==> config.mk <==
export PLATFORM = sky130hd
export DESIGN_NAME = prio_arbiter_rr_flat
export DESIGN_NICKNAME = d
export VERILOG_FILES = /design/src/rtl/prio_arbiter_rr_pkg.sv /design/src/rtl/prio_arbiter_rr_if.sv /design/src/rtl/prio_arbiter_rr_pick.sv /design/src/rtl/prio_arbiter_rr.sv /design/src/flat_wrapper.sv
export SDC_FILE = /design/constraint.sdc
export NUM_CORES = 1
export LEC_CHECK = 0
export CAP_MARGIN = 10
export CORE_MARGIN = 4
export CORE_UTILIZATION = 50
export DETAILED_ROUTE_END_ITERATION = 7
export PLACE_DENSITY = 0.84
export SLEW_MARGIN = 25
export SYNTH_ARGS = -nofsm -noshare
export SYNTH_HDL_FRONTEND = slang
export SYNTH_HIERARCHICAL = 1
export SYNTH_SLANG_ARGS = --single-unit
==> constraint.sdc <==
create_clock -name c_clk -period 9.2 [get_ports c_clk]
set_input_delay 2.76 -clock c_clk [delete_from_list [all_inputs] [get_ports c_clk]]
set_output_delay 2.76 -clock c_clk [all_outputs]
set_load 0.05 [all_outputs]
==> src/rtl/prio_arbiter_rr_pkg.sv <==
// Shared constants, lane enumeration and command classification for the
// two-lane priority/round-robin dispatch arbiter.
package prio_pkg;

  localparam int CMD_W_DEF = 4;
  localparam int LANE1_MAX = 3;

  typedef enum logic [1:0] {
    LANE_NONE = 2'd0,
    LANE_ALU1 = 2'd1,
    LANE_ALU2 = 2'd2
  } lane_e;

  // Zero commands are dropped, 1..LANE1_MAX go to add/sub, the rest to shift.
  function automatic lane_e cmd_class(input logic [31:0] cmd);
    if (cmd == 32'd0) begin
      return LANE_NONE;
    end else if (cmd <= 32'(LANE1_MAX)) begin
      return LANE_ALU1;
    end else begin
      return LANE_ALU2;
    end
  endfunction

endpackage

==> src/rtl/prio_arbiter_rr_if.sv <==
// Bundle of requester-side and lane-side signals of prio_arbiter_rr.
// slave = arbiter view, master = requesters/consumers view.
interface prio_arbiter_rr_if #(
  parameter int NUM_PORTS = 4,
  parameter int CMD_W     = prio_pkg::CMD_W_DEF
);
  localparam int ID_W = $clog2(NUM_PORTS);

  // Every vld/rdy pair: a transfer happens on a rising edge where both are
  // high; while vld is high and rdy low the payload (cmd/id) holds stable.
  logic [NUM_PORTS-1:0]       req_vld;
  logic [NUM_PORTS*CMD_W-1:0] req_cmd;
  logic [NUM_PORTS-1:0]       req_rdy;
  logic [NUM_PORTS-1:0]       port_mask;

  logic                       alu1_vld;
  logic [CMD_W-1:0]           alu1_cmd;
  logic [ID_W-1:0]            alu1_id;
  logic                       alu1_rdy;

  logic                       alu2_vld;
  logic [CMD_W-1:0]           alu2_cmd;
  logic [ID_W-1:0]            alu2_id;
  logic                       alu2_rdy;

  logic [7:0]                 drop_cnt;
  logic [ID_W-1:0]            dbg_ptr1;
  logic [ID_W-1:0]            dbg_ptr2;

  modport slave (
    input  req_vld, req_cmd, port_mask, alu1_rdy, alu2_rdy,
    output req_rdy, alu1_vld, alu1_cmd, alu1_id,
    output alu2_vld, alu2_cmd, alu2_id, drop_cnt, dbg_ptr1, dbg_ptr2
  );

  modport master (
    output req_vld, req_cmd, port_mask, alu1_rdy, alu2_rdy,
    input  req_rdy, alu1_vld, alu1_cmd, alu1_id,
    input  alu2_vld, alu2_cmd, alu2_id, drop_cnt, dbg_ptr1, dbg_ptr2
  );

endinterface

==> src/rtl/prio_arbiter_rr_pick.sv <==
// Combinational circular first-one search starting at ptr (rr_en=1)
// or at index 0 (rr_en=0).
module prio_rr_pick #(
  parameter int N    = 4,
  parameter int ID_W = 2
) (
  input  logic [N-1:0]    cand,
  input  logic [ID_W-1:0] ptr,
  input  logic            rr_en,
  output logic            found,
  output logic [ID_W-1:0] winner
);

  int start;
  int idx;

  always_comb begin
    found  = 1'b0;
    winner = '0;
    idx    = 0;
    start  = rr_en ? int'(ptr) : 0;
    for (int i = 0; i < N; i++) begin
      idx = (start + i) % N;
      if (!found && cand[ID_W'(idx)]) begin
        found  = 1'b1;
        winner = ID_W'(idx);
      end
    end
  end

endmodule

==> src/rtl/prio_arbiter_rr.sv <==
// Per-port one-entry holding slots feeding two independent dispatch lanes
// (add/sub and shift), each with its own output register and RR pointer.
module prio_arbiter_rr import prio_pkg::*; #(
  parameter int NUM_PORTS = 4,
  parameter int CMD_W     = CMD_W_DEF,
  parameter int RR_MODE   = 1
) (
  input logic              c_clk,
  input logic              reset_n,
  prio_arbiter_rr_if.slave bus
);

  localparam int   ID_W  = $clog2(NUM_PORTS);
  localparam logic RR_EN = (RR_MODE != 0);

  logic [NUM_PORTS-1:0] pend_q, rdy_q, pend_nxt;
  logic [CMD_W-1:0]     slot_cmd_q [NUM_PORTS];
  logic [CMD_W-1:0]     in_cmd     [NUM_PORTS];
  lane_e                slot_lane  [NUM_PORTS];
  logic [NUM_PORTS-1:0] acc, keep, drop, cand1, cand2, clr1, clr2;

  logic                 vld1_q, vld2_q;
  logic [CMD_W-1:0]     cmd1_q, cmd2_q;
  logic [ID_W-1:0]      id1_q, id2_q, ptr1_q, ptr2_q;
  logic                 found1, found2, load1, load2;
  logic [ID_W-1:0]      win1, win2;

  logic [7:0]           drop_q, drop_nxt;
  logic [4:0]           n_drop;
  logic [8:0]           drop_sum;

  for (genvar p = 0; p < NUM_PORTS; p++) begin : g_port
    assign in_cmd[p]    = bus.req_cmd[p*CMD_W +: CMD_W];
    assign slot_lane[p] = cmd_class(32'(slot_cmd_q[p]));
    assign acc[p]       = bus.req_vld[p] & rdy_q[p];
    assign keep[p]      = acc[p] & (in_cmd[p] != '0);
    assign drop[p]      = acc[p] & (in_cmd[p] == '0);
    // Masked slots are simply not candidates; they keep their command.
    assign cand1[p]     = pend_q[p] & bus.port_mask[p] & (slot_lane[p] == LANE_ALU1);
    assign cand2[p]     = pend_q[p] & bus.port_mask[p] & (slot_lane[p] == LANE_ALU2);
  end

  prio_rr_pick #(.N(NUM_PORTS), .ID_W(ID_W)) u_pick1 (
    .cand(cand1), .ptr(ptr1_q), .rr_en(RR_EN), .found(found1), .winner(win1)
  );

  prio_rr_pick #(.N(NUM_PORTS), .ID_W(ID_W)) u_pick2 (
    .cand(cand2), .ptr(ptr2_q), .rr_en(RR_EN), .found(found2), .winner(win2)
  );

  assign load1 = found1 & (~vld1_q | bus.alu1_rdy);
  assign load2 = found2 & (~vld2_q | bus.alu2_rdy);
  assign clr1  = load1 ? (NUM_PORTS'(1) << win1) : '0;
  assign clr2  = load2 ? (NUM_PORTS'(1) << win2) : '0;

  // An accepting slot is empty, so it can never be the one being cleared.
  assign pend_nxt = (pend_q & ~clr1 & ~clr2) | keep;

  always_comb begin
    n_drop = '0;
    for (int i = 0; i < NUM_PORTS; i++) begin
      n_drop = n_drop + 5'(drop[i]);
    end
    drop_sum = {1'b0, drop_q} + 9'(n_drop);
    drop_nxt = (drop_sum > 9'd255) ? 8'hff : drop_sum[7:0];
  end

  function automatic logic [ID_W-1:0] next_ptr(input logic [ID_W-1:0] w);
    return (w == ID_W'(NUM_PORTS - 1)) ? '0 : ID_W'(w + ID_W'(1));
  endfunction

  always_ff @(posedge c_clk or negedge reset_n) begin
    if (!reset_n) begin
      pend_q <= '0;
      rdy_q  <= '1;
      for (int p = 0; p < NUM_PORTS; p++) slot_cmd_q[p] <= '0;
      drop_q <= '0;
      vld1_q <= 1'b0;
      cmd1_q <= '0;
      id1_q  <= '0;
      ptr1_q <= '0;
      vld2_q <= 1'b0;
      cmd2_q <= '0;
      id2_q  <= '0;
      ptr2_q <= '0;
    end else begin
      pend_q <= pend_nxt;
      rdy_q  <= ~pend_nxt;
      for (int p = 0; p < NUM_PORTS; p++) begin
        if (keep[p]) slot_cmd_q[p] <= in_cmd[p];
      end
      drop_q <= drop_nxt;

      if (load1) begin
        vld1_q <= 1'b1;
        cmd1_q <= slot_cmd_q[win1];
        id1_q  <= win1;
        ptr1_q <= next_ptr(win1);
      end else if (bus.alu1_rdy) begin
        vld1_q <= 1'b0;
      end

      if (load2) begin
        vld2_q <= 1'b1;
        cmd2_q <= slot_cmd_q[win2];
        id2_q  <= win2;
        ptr2_q <= next_ptr(win2);
      end else if (bus.alu2_rdy) begin
        vld2_q <= 1'b0;
      end
    end
  end

  assign bus.req_rdy  = rdy_q;
  assign bus.alu1_vld = vld1_q;
  assign bus.alu1_cmd = cmd1_q;
  assign bus.alu1_id  = id1_q;
  assign bus.alu2_vld = vld2_q;
  assign bus.alu2_cmd = cmd2_q;
  assign bus.alu2_id  = id2_q;
  assign bus.drop_cnt = drop_q;
  assign bus.dbg_ptr1 = ptr1_q;
  assign bus.dbg_ptr2 = ptr2_q;

endmodule

==> src/flat_wrapper.sv <==
// flat-port wrapper written by rule: the top's interface ports become plain ports
module prio_arbiter_rr_flat import prio_pkg::*;
#(
  parameter int NUM_PORTS = 4,
  parameter int CMD_W     = CMD_W_DEF,
  parameter int RR_MODE   = 1
)
  (c_clk, reset_n, bus_req_vld, bus_req_cmd, bus_port_mask, bus_alu1_rdy, bus_alu2_rdy, bus_req_rdy, bus_alu1_vld, bus_alu1_cmd, bus_alu1_id, bus_alu2_vld, bus_alu2_cmd, bus_alu2_id, bus_drop_cnt, bus_dbg_ptr1, bus_dbg_ptr2);
  prio_arbiter_rr_if #(.NUM_PORTS(NUM_PORTS), .CMD_W(CMD_W)) bus_i ();
  input logic c_clk;
  input logic reset_n;
  input wire logic [$bits(bus_i.req_vld)-1:0] bus_req_vld;
  input wire logic [$bits(bus_i.req_cmd)-1:0] bus_req_cmd;
  input wire logic [$bits(bus_i.port_mask)-1:0] bus_port_mask;
  input wire logic [$bits(bus_i.alu1_rdy)-1:0] bus_alu1_rdy;
  input wire logic [$bits(bus_i.alu2_rdy)-1:0] bus_alu2_rdy;
  output wire logic [$bits(bus_i.req_rdy)-1:0] bus_req_rdy;
  output wire logic [$bits(bus_i.alu1_vld)-1:0] bus_alu1_vld;
  output wire logic [$bits(bus_i.alu1_cmd)-1:0] bus_alu1_cmd;
  output wire logic [$bits(bus_i.alu1_id)-1:0] bus_alu1_id;
  output wire logic [$bits(bus_i.alu2_vld)-1:0] bus_alu2_vld;
  output wire logic [$bits(bus_i.alu2_cmd)-1:0] bus_alu2_cmd;
  output wire logic [$bits(bus_i.alu2_id)-1:0] bus_alu2_id;
  output wire logic [$bits(bus_i.drop_cnt)-1:0] bus_drop_cnt;
  output wire logic [$bits(bus_i.dbg_ptr1)-1:0] bus_dbg_ptr1;
  output wire logic [$bits(bus_i.dbg_ptr2)-1:0] bus_dbg_ptr2;
  assign bus_i.req_vld = bus_req_vld;
  assign bus_i.req_cmd = bus_req_cmd;
  assign bus_i.port_mask = bus_port_mask;
  assign bus_i.alu1_rdy = bus_alu1_rdy;
  assign bus_i.alu2_rdy = bus_alu2_rdy;
  assign bus_req_rdy = bus_i.req_rdy;
  assign bus_alu1_vld = bus_i.alu1_vld;
  assign bus_alu1_cmd = bus_i.alu1_cmd;
  assign bus_alu1_id = bus_i.alu1_id;
  assign bus_alu2_vld = bus_i.alu2_vld;
  assign bus_alu2_cmd = bus_i.alu2_cmd;
  assign bus_alu2_id = bus_i.alu2_id;
  assign bus_drop_cnt = bus_i.drop_cnt;
  assign bus_dbg_ptr1 = bus_i.dbg_ptr1;
  assign bus_dbg_ptr2 = bus_i.dbg_ptr2;
  prio_arbiter_rr #(.NUM_PORTS(NUM_PORTS), .CMD_W(CMD_W), .RR_MODE(RR_MODE)) u_core (.c_clk(c_clk), .reset_n(reset_n), .bus(bus_i));
endmodule
# [Yosys cells after proc, flatten, opt, wreduce, memory -nomap -nowiden]
# Index checks and enable logic that the tools add are counted.
# W data, S select, Z words.
[classes] add_sub_neg=12 magnitude_cmp=15 eq_ne=10 n_shift=2 muxes=63 n_bitwise=38 reduce_logical=26
[op_table] cell="$mux W2" count=18
[op_table] cell="$logic_not A4 Y1" count=8
[op_table] cell="$lt A2 B4 Y1 const B" count=8
[op_table] cell="$mux W1" count=28
[op_table] cell="$and A1 B1 Y1" count=26
[op_table] cell="$mux W4" count=6
[op_table] cell="$bmux W1 S2" count=8
[op_table] cell="$bmux W4 S2" count=2
[op_table] cell="$le A4 B2 Y1 const B" count=4
[op_table] cell="$reduce_bool A4 Y1" count=4
[op_table] cell="$eq A2 B2 Y1 const B" count=6
[op_table] cell="$not A4 Y4" count=3
[op_table] cell="$add A5 B1 Y5" count=2
[op_table] cell="$add A8 B5 Y9" count=1
[op_table] cell="$gt A9 B8 Y1 const B" count=1
[op_table] cell="$add A2 B1 Y2 const B" count=4
[op_table] cell="$add A2 B2 Y2 const B" count=4
[op_table] cell="$and A4 B4 Y4" count=2
[op_table] cell="$eq A2 B1 Y1 const B" count=4
[op_table] cell="$mux W8" count=1
[op_table] cell="$shl A1 B2 Y4 const A" count=2
[op_table] cell="$ge A3 B3 Y1 const B" count=2
[op_table] cell="$logic_and A1 B1 Y1" count=6
[op_table] cell="$logic_not A1 Y1" count=6
[op_table] cell="6 further kinds" count=10
[totals] reg_bits=50 in_bits=28 out_inout_bits=30 wordCells=181

# [Longest topological paths before layout]
[logic_depth] depth_word=25 mapped_depth=12 ltp_nobuf=11

# [Cells and area by module]
# The synthesis kept the hierarchy.
[modules_own_cells] mod="prio_arbiter_rr" instances=1 cells_per_inst=233 area_each_um2=2582.5 seq_area_each_um2=1256.2
[modules_own_cells] mod="prio_rr_pick" instances=2 cells_per_inst=40 area_each_um2=337.8 seq_area_each_um2=0.0

# [Worst setup path before layout]
# No wires, ideal clock.
[synth_path] path_type="input-to-reg" from="input bus_port_mask[2]" to="register u_core.cmd1_q[0] (netlist: u_core/bus.alu1_cmd[0])" setup_time_ns=0.118 arrival_ns=5.604 required_time_ns=9.082 setup_slack_ns=3.478 stages=11 cell_sequence="nand2_1 nor4_1 nand2b_4 a21oi_2 a221oi_4 o311a_1 a2111oi_2 buf_2 mux4_2 nand2_1 nand2_1"
[synth_via] elab_chain_len=19 word_cells_on_any_way=33
[synth_rtl] item="start, declared" line_no="flat_wrapper.sv:14" source="input wire logic [$bits(bus_i.port_mask)-1:0] bus_port_mask;"
[synth_rtl] item="$and A1 B1 Y1 (*) (2 in series)" line_no="prio_arbiter_rr.sv:39" source="assign cand1[p] = pend_q[p] & bus.port_mask[p] & (slot_lane[p] == LANE_ALU1);"
[synth_rtl] item="named net u_core.cand1[2]" line_no="prio_arbiter_rr.sv:20" source="logic [NUM_PORTS-1:0] acc, keep, drop, cand1, cand2, clr1, clr2;"
[synth_rtl] item="$bmux W1 S2" line_no="prio_arbiter_rr_pick.sv:24" source="if (!found && cand[ID_W'(idx)]) begin"
[synth_rtl] item="$mux W1 (not written as such) (2 in series)" line_no="prio_arbiter_rr_pick.sv:24"
[synth_rtl] item="$mux W1" line_no="prio_arbiter_rr_pick.sv:24"
[synth_rtl] item="$logic_not A1 Y1" line_no="prio_arbiter_rr_pick.sv:24"
[synth_rtl] item="$logic_and A1 B1 Y1" line_no="prio_arbiter_rr_pick.sv:24"
[synth_rtl] item="$mux W1" line_no="prio_arbiter_rr_pick.sv:24"
[synth_rtl] item="[... 2 more ...]"
[synth_rtl] item="$mux W1" line_no="prio_arbiter_rr_pick.sv:24"
[synth_rtl] item="$logic_not A1 Y1" line_no="prio_arbiter_rr_pick.sv:24"
[synth_rtl] item="$logic_and A1 B1 Y1" line_no="prio_arbiter_rr_pick.sv:24"
[synth_rtl] item="$mux W2 (*)" line_no="prio_arbiter_rr_pick.sv:24"
[synth_rtl] item="named net u_core.win1[0]" line_no="prio_arbiter_rr.sv:26" source="logic [ID_W-1:0] win1, win2;"
[synth_rtl] item="$not A2 Y3 (not written as such) (*)" line_no="prio_arbiter_rr.sv:96" source="cmd1_q <= slot_cmd_q[win1];"
[synth_rtl] item="$bmux W4 S2 (*)" line_no="prio_arbiter_rr.sv:96"
[synth_rtl] item="$mux W4 (not written as such) (*) (2 in series)" line_no="prio_arbiter_rr.sv:96"
[synth_rtl] item="end signal, assigned" line_no="prio_arbiter_rr.sv:96"
[synth_rtl] item="end, declared" line_no="prio_arbiter_rr.sv:23" source="logic [CMD_W-1:0] cmd1_q, cmd2_q;"
# Mark *: on every way through the listed nets, which the timed path passes. The rest lies on a longest branch. The select of a mux whose other input is x is not followed.
# A chain may end at the register's enable or synchronous reset.

# [Worst setup path after layout]
[layout_path] from="input bus_port_mask[0]" to="register u_core.cmd1_q[1] (netlist: u_core/bus.alu1_cmd[1])"
# Same word-level chain as after synthesis.

==> flow_metrics.py <==
metrics = {
    "outcome": {
        "status": "finished, final reports clean",
    },
    "grt": {
        "gr-total-overflow": 0,
        "grt_first_pass_wirelength_um": 12500,
        "grt_use_total": 0.202,
        "first_global_vias": 2645,
        "antenna_found_initial": 0,
        "grt_max_degree": 51,
    },
    "sta": {
        "worst_pin_slew_ns": 0.950,
        "fmax_ghz": 0.166,
        "rsz0062_at_grt": "false",
        "min_period_ns": 6.02,
        "max_slew_margin": 0.361,
        "slew_violations": 0,
        "fin_tns_setup_ns": 0,
        "report.final.hold_viol_count": 0,
        "fin_crit_sh": 0.655,
        "fin_skew_ns": 0.00572,
        "setup_viol": 0,
        "setup_ws_ns": 3.18,
    },
    "clock_network": {
        "cts.repair.resized": 0,
        "numCtsBuffers": 5,
        "cts_buffer_depth": 2,
        "cts.sinks": 50,
        "cts_tree": "built",
        "post_cts_buffers": 0,
        "cts-htree-levels": 2,
        "clock-root-buffer": "clkbuf_8",
        "hold_buffers": 0,
        "clk_pin_slew_ns": 0.09,
        "clock_latency_ns": 0.30,
    },
    "worst_setup_path": {
        "r2r_cells": 9,
        "rr_endpoint": "u_core/bus.alu1_cmd[1]$_DFFE_PN0P_",
        "cp-start-kind": "input port",
        "cp.required_ns": 9.40,
        "crit_path_start": "bus_port_mask[0]",
        "cp.arrival_ns": 6.23,
        "path_common_cell": "nand2_1",
        "rrSetupSlack_ns": 5.67,
        "crit_end": "u_core/bus.alu1_cmd[1]$_DFFE_PN0P_",
        "critPathMaxStageDelay_ns": 0.79,
        "path_class": "in -> reg",
        "cp_cell_sequence": "clkdlybuf4s50_1, nand2_1, nor4_1, nand3_1, a21oi_2, a221oi_4, o311a_1, a2111oi_4, mux4_2, nand2_1, nand2_1",
        "critPathSlowestCell": "nor4_1",
        "endpoint_kind": "flop",
        "path_max_fanout": 8,
        "timing.rr.start": "u_core/slot_cmd_q[14]$_DFFE_PN0P_",
    },
    "power_and_ir_drop": {
        "finalPower_uw": 1490,
        "ir_worst_vdd_mv": 0.241,
        "p_leak_uw": 0.00166,
        "power.density_mw_per_mm2": 374,
    },
    "synth": {
        "yosysUniqueCellTypes": 50,
        "syn_area_mm2": 0.00326,
        "postSynthAreaPerCell_um2": 10.4,
        "synth_flop_cell": "dfrtp_1",
        "synthCells": 313,
        "ys_ff_latch": 50,
        "seq_area_frac_synth": 0.386,
        "ys_warn_count": 6,
        "synth_edf_count": 0,
        "async_reset_ff_frac": 1.00,
    },
    "route": {
        "drt_iter0_markers": 233,
        "drc": 0,
        "vias": 2623,
        "routed_wl_um": 7560,
        "wl_per_cell_um": 16.9,
        "drtPass1Iterations": 4,
        "ant_nets": 0,
        "avgViaCountPerCell": 5.87,
    },
    "finish": {
        "drive_gt1_frac": 0.154,
        "antenna_cells": 0,
        "final_nets": 409,
        "area_growth_pct": 22.0,
    },
    "floorplan": {
        "rows": 29,
        "ios": 58,
        "coreArea_mm2": 0.00635,
        "die_h_um": 88.7,
        "initial_core_util": 0.513,
        "die_w_um": 88.7,
        "dieArea_mm2": 0.00787,
    },
    "job": {
        "cap_violations": 0,
    },
    "hold_path": {
        "worstHoldPathCells": 1,
        "worst_hold_path_type": "reg -> reg",
    },
    "placed_design": {
        "dp_slack_ns": 2.57,
        "place.detailed.hpwl_um": 5810,
        "place.gp.congestion": 0.847,
        "port-buffer-count": 57,
    },
}
-- layout make-up --
| type | count | area (µm²) |
|---|---|---|
| inverters | 11 | 41.3 |
| clock inverters | 2 | 10.0 |
| multi-input cells | 241 | 1910 |
| well taps | 77 | 96.3 |
| repair buffers | 60 | 588 |
| clock buffers | 6 | 72.6 |
| fillers | 501 | 2370 |
| flip-flops and latches | 50 | 1260 |
-- flip-flops by register name, summed over array words and instances (netlist names) --
register	flops
u_core/bus.alu2_id	2
u_core/bus.alu2_cmd	4
u_core/bus.alu1_vld	1
u_core/bus.req_rdy	4
u_core/bus.dbg_ptr2	2
u_core/bus.dbg_ptr1	2
u_core/bus.alu1_id	2
u_core/slot_cmd_q	16
u_core/bus.alu2_vld	1
u_core/pend_q	4
u_core/bus.alu1_cmd	4
u_core/bus.drop_cnt	8
-- cell usage after synthesis (all sizes together), types with 3 or more instances --
library cell	number	area (µm²)
nand2	65	244
dfrtp	46	1150
nor2	28	123
mux2	14	191
nand3	13	65.1
buf	12	77.6
inv	11	41.3
o21ai	11	55.1
nor4	10	123
ha	9	113
and2	8	55.1
mux4	8	180
nand2b	7	58.8
a21oi	6	37.5
a31oi	6	37.5
mux2i	5	50.1
a31o	4	35.0
a32o	4	40.0
dfstp	4	105
o31ai	4	30.0
xor2	4	35.0
fa	3	60.1
-- cell families after synthesis --
kind of cell | Yosys count | share of synthesized area
flip-flops | 50 | 0.386
multiplexers | 27 | 0.129
buffers and inverters | 23 | 0.0365
AO/OA/AOI/OAI | 54 | 0.152
XOR/XNOR | 4 | 0.0108
adder cells (fa/ha/maj) | 12 | 0.0530
AND/OR/NAND/NOR | 142 | 0.231
other | 1 | 0.00115
-- where the power goes --
part           total (µW)  switching (µW)  internal (µW)
Sequential            452             124            328
Combinational         909             521            388
Clock                 125            72.0           52.9
Total                1490             717            769
-- metal layers --
| layer | routed length [µm] | GRT usage |
|---|---|---|
| met5 | 0 | 0 |
| met1 | 3190 | 0.256 |
| met4 | 95 | 0.0714 |
| met3 | 553 | 0.0540 |
| met2 | 3720 | 0.334 |
-- worst max-delay path: cells and delay by family --
kind	cells	cell delay, ns
mux	1	0.58
buf+inv	1	0.46
simple gates	5	1.19
compound gates	4	1.24
-- layout by cell type, fill, tap and decap left out, types with 3 or more instances in the layout --
| master | n |
|---|---|
| clkbuf_8 | 5 |
| a31oi_1 | 6 |
| buf_4 | 3 |
| o21ai_0 | 7 |
| inv_1 | 11 |
| clkdlybuf4s50_1 | 56 |
| dfrtp_1 | 46 |
| nand3_1 | 13 |
| o21ai_1 | 4 |
| nand2b_1 | 5 |
| nor2_1 | 25 |
| fa_1 | 3 |
| mux2_4 | 9 |
| mux4_2 | 8 |
| a32o_1 | 4 |
| a31o_1 | 4 |
| xor2_1 | 4 |
| dfstp_2 | 4 |
| nand2_1 | 65 |
| and2_1 | 6 |
| mux2i_1 | 5 |
| nor4_1 | 6 |
| nor4_4 | 4 |
| mux2_1 | 3 |
| o31ai_1 | 4 |
| a21oi_1 | 4 |
| ha_1 | 9 |
-- stage by stage --
stage                     cell area, µm²  hold WS (ns)  utilization  cells
final                               3980         0.488        0.626    447
after global routing                3980         0.500        0.626    447
after CTS                           3950         0.474        0.622    447
after global placement              3870         0.437        0.609    439
after detailed placement            3870         0.463        0.609    439
after floorplan                     3260         0.420            -    314
-- worst min-delay path by stage --
| stage | from | to | slack, ns |
|---|---|---|---|
| 6_report | u_core/pend_q[0]$_DFF_PN0_ | u_core/bus.req_rdy[0]$_DFF_PN1_ | 0.49 |
| 5_1_grt | u_core/pend_q[0]$_DFF_PN0_ | u_core/bus.req_rdy[0]$_DFF_PN1_ | 0.50 |
| 4_1_cts | u_core/pend_q[0]$_DFF_PN0_ | u_core/bus.req_rdy[0]$_DFF_PN1_ | 0.47 |
| 3_5_place_dp | u_core/pend_q[0]$_DFF_PN0_ | u_core/bus.req_rdy[0]$_DFF_PN1_ | 0.46 |
| 3_3_place_gp | u_core/pend_q[0]$_DFF_PN0_ | u_core/bus.req_rdy[0]$_DFF_PN1_ | 0.44 |
| 2_1_floorplan | u_core/pend_q[1]$_DFF_PN0_ | u_core/bus.req_rdy[1]$_DFF_PN1_ | 0.42 |
Note: power is estimated with default switching activity, not from simulation.
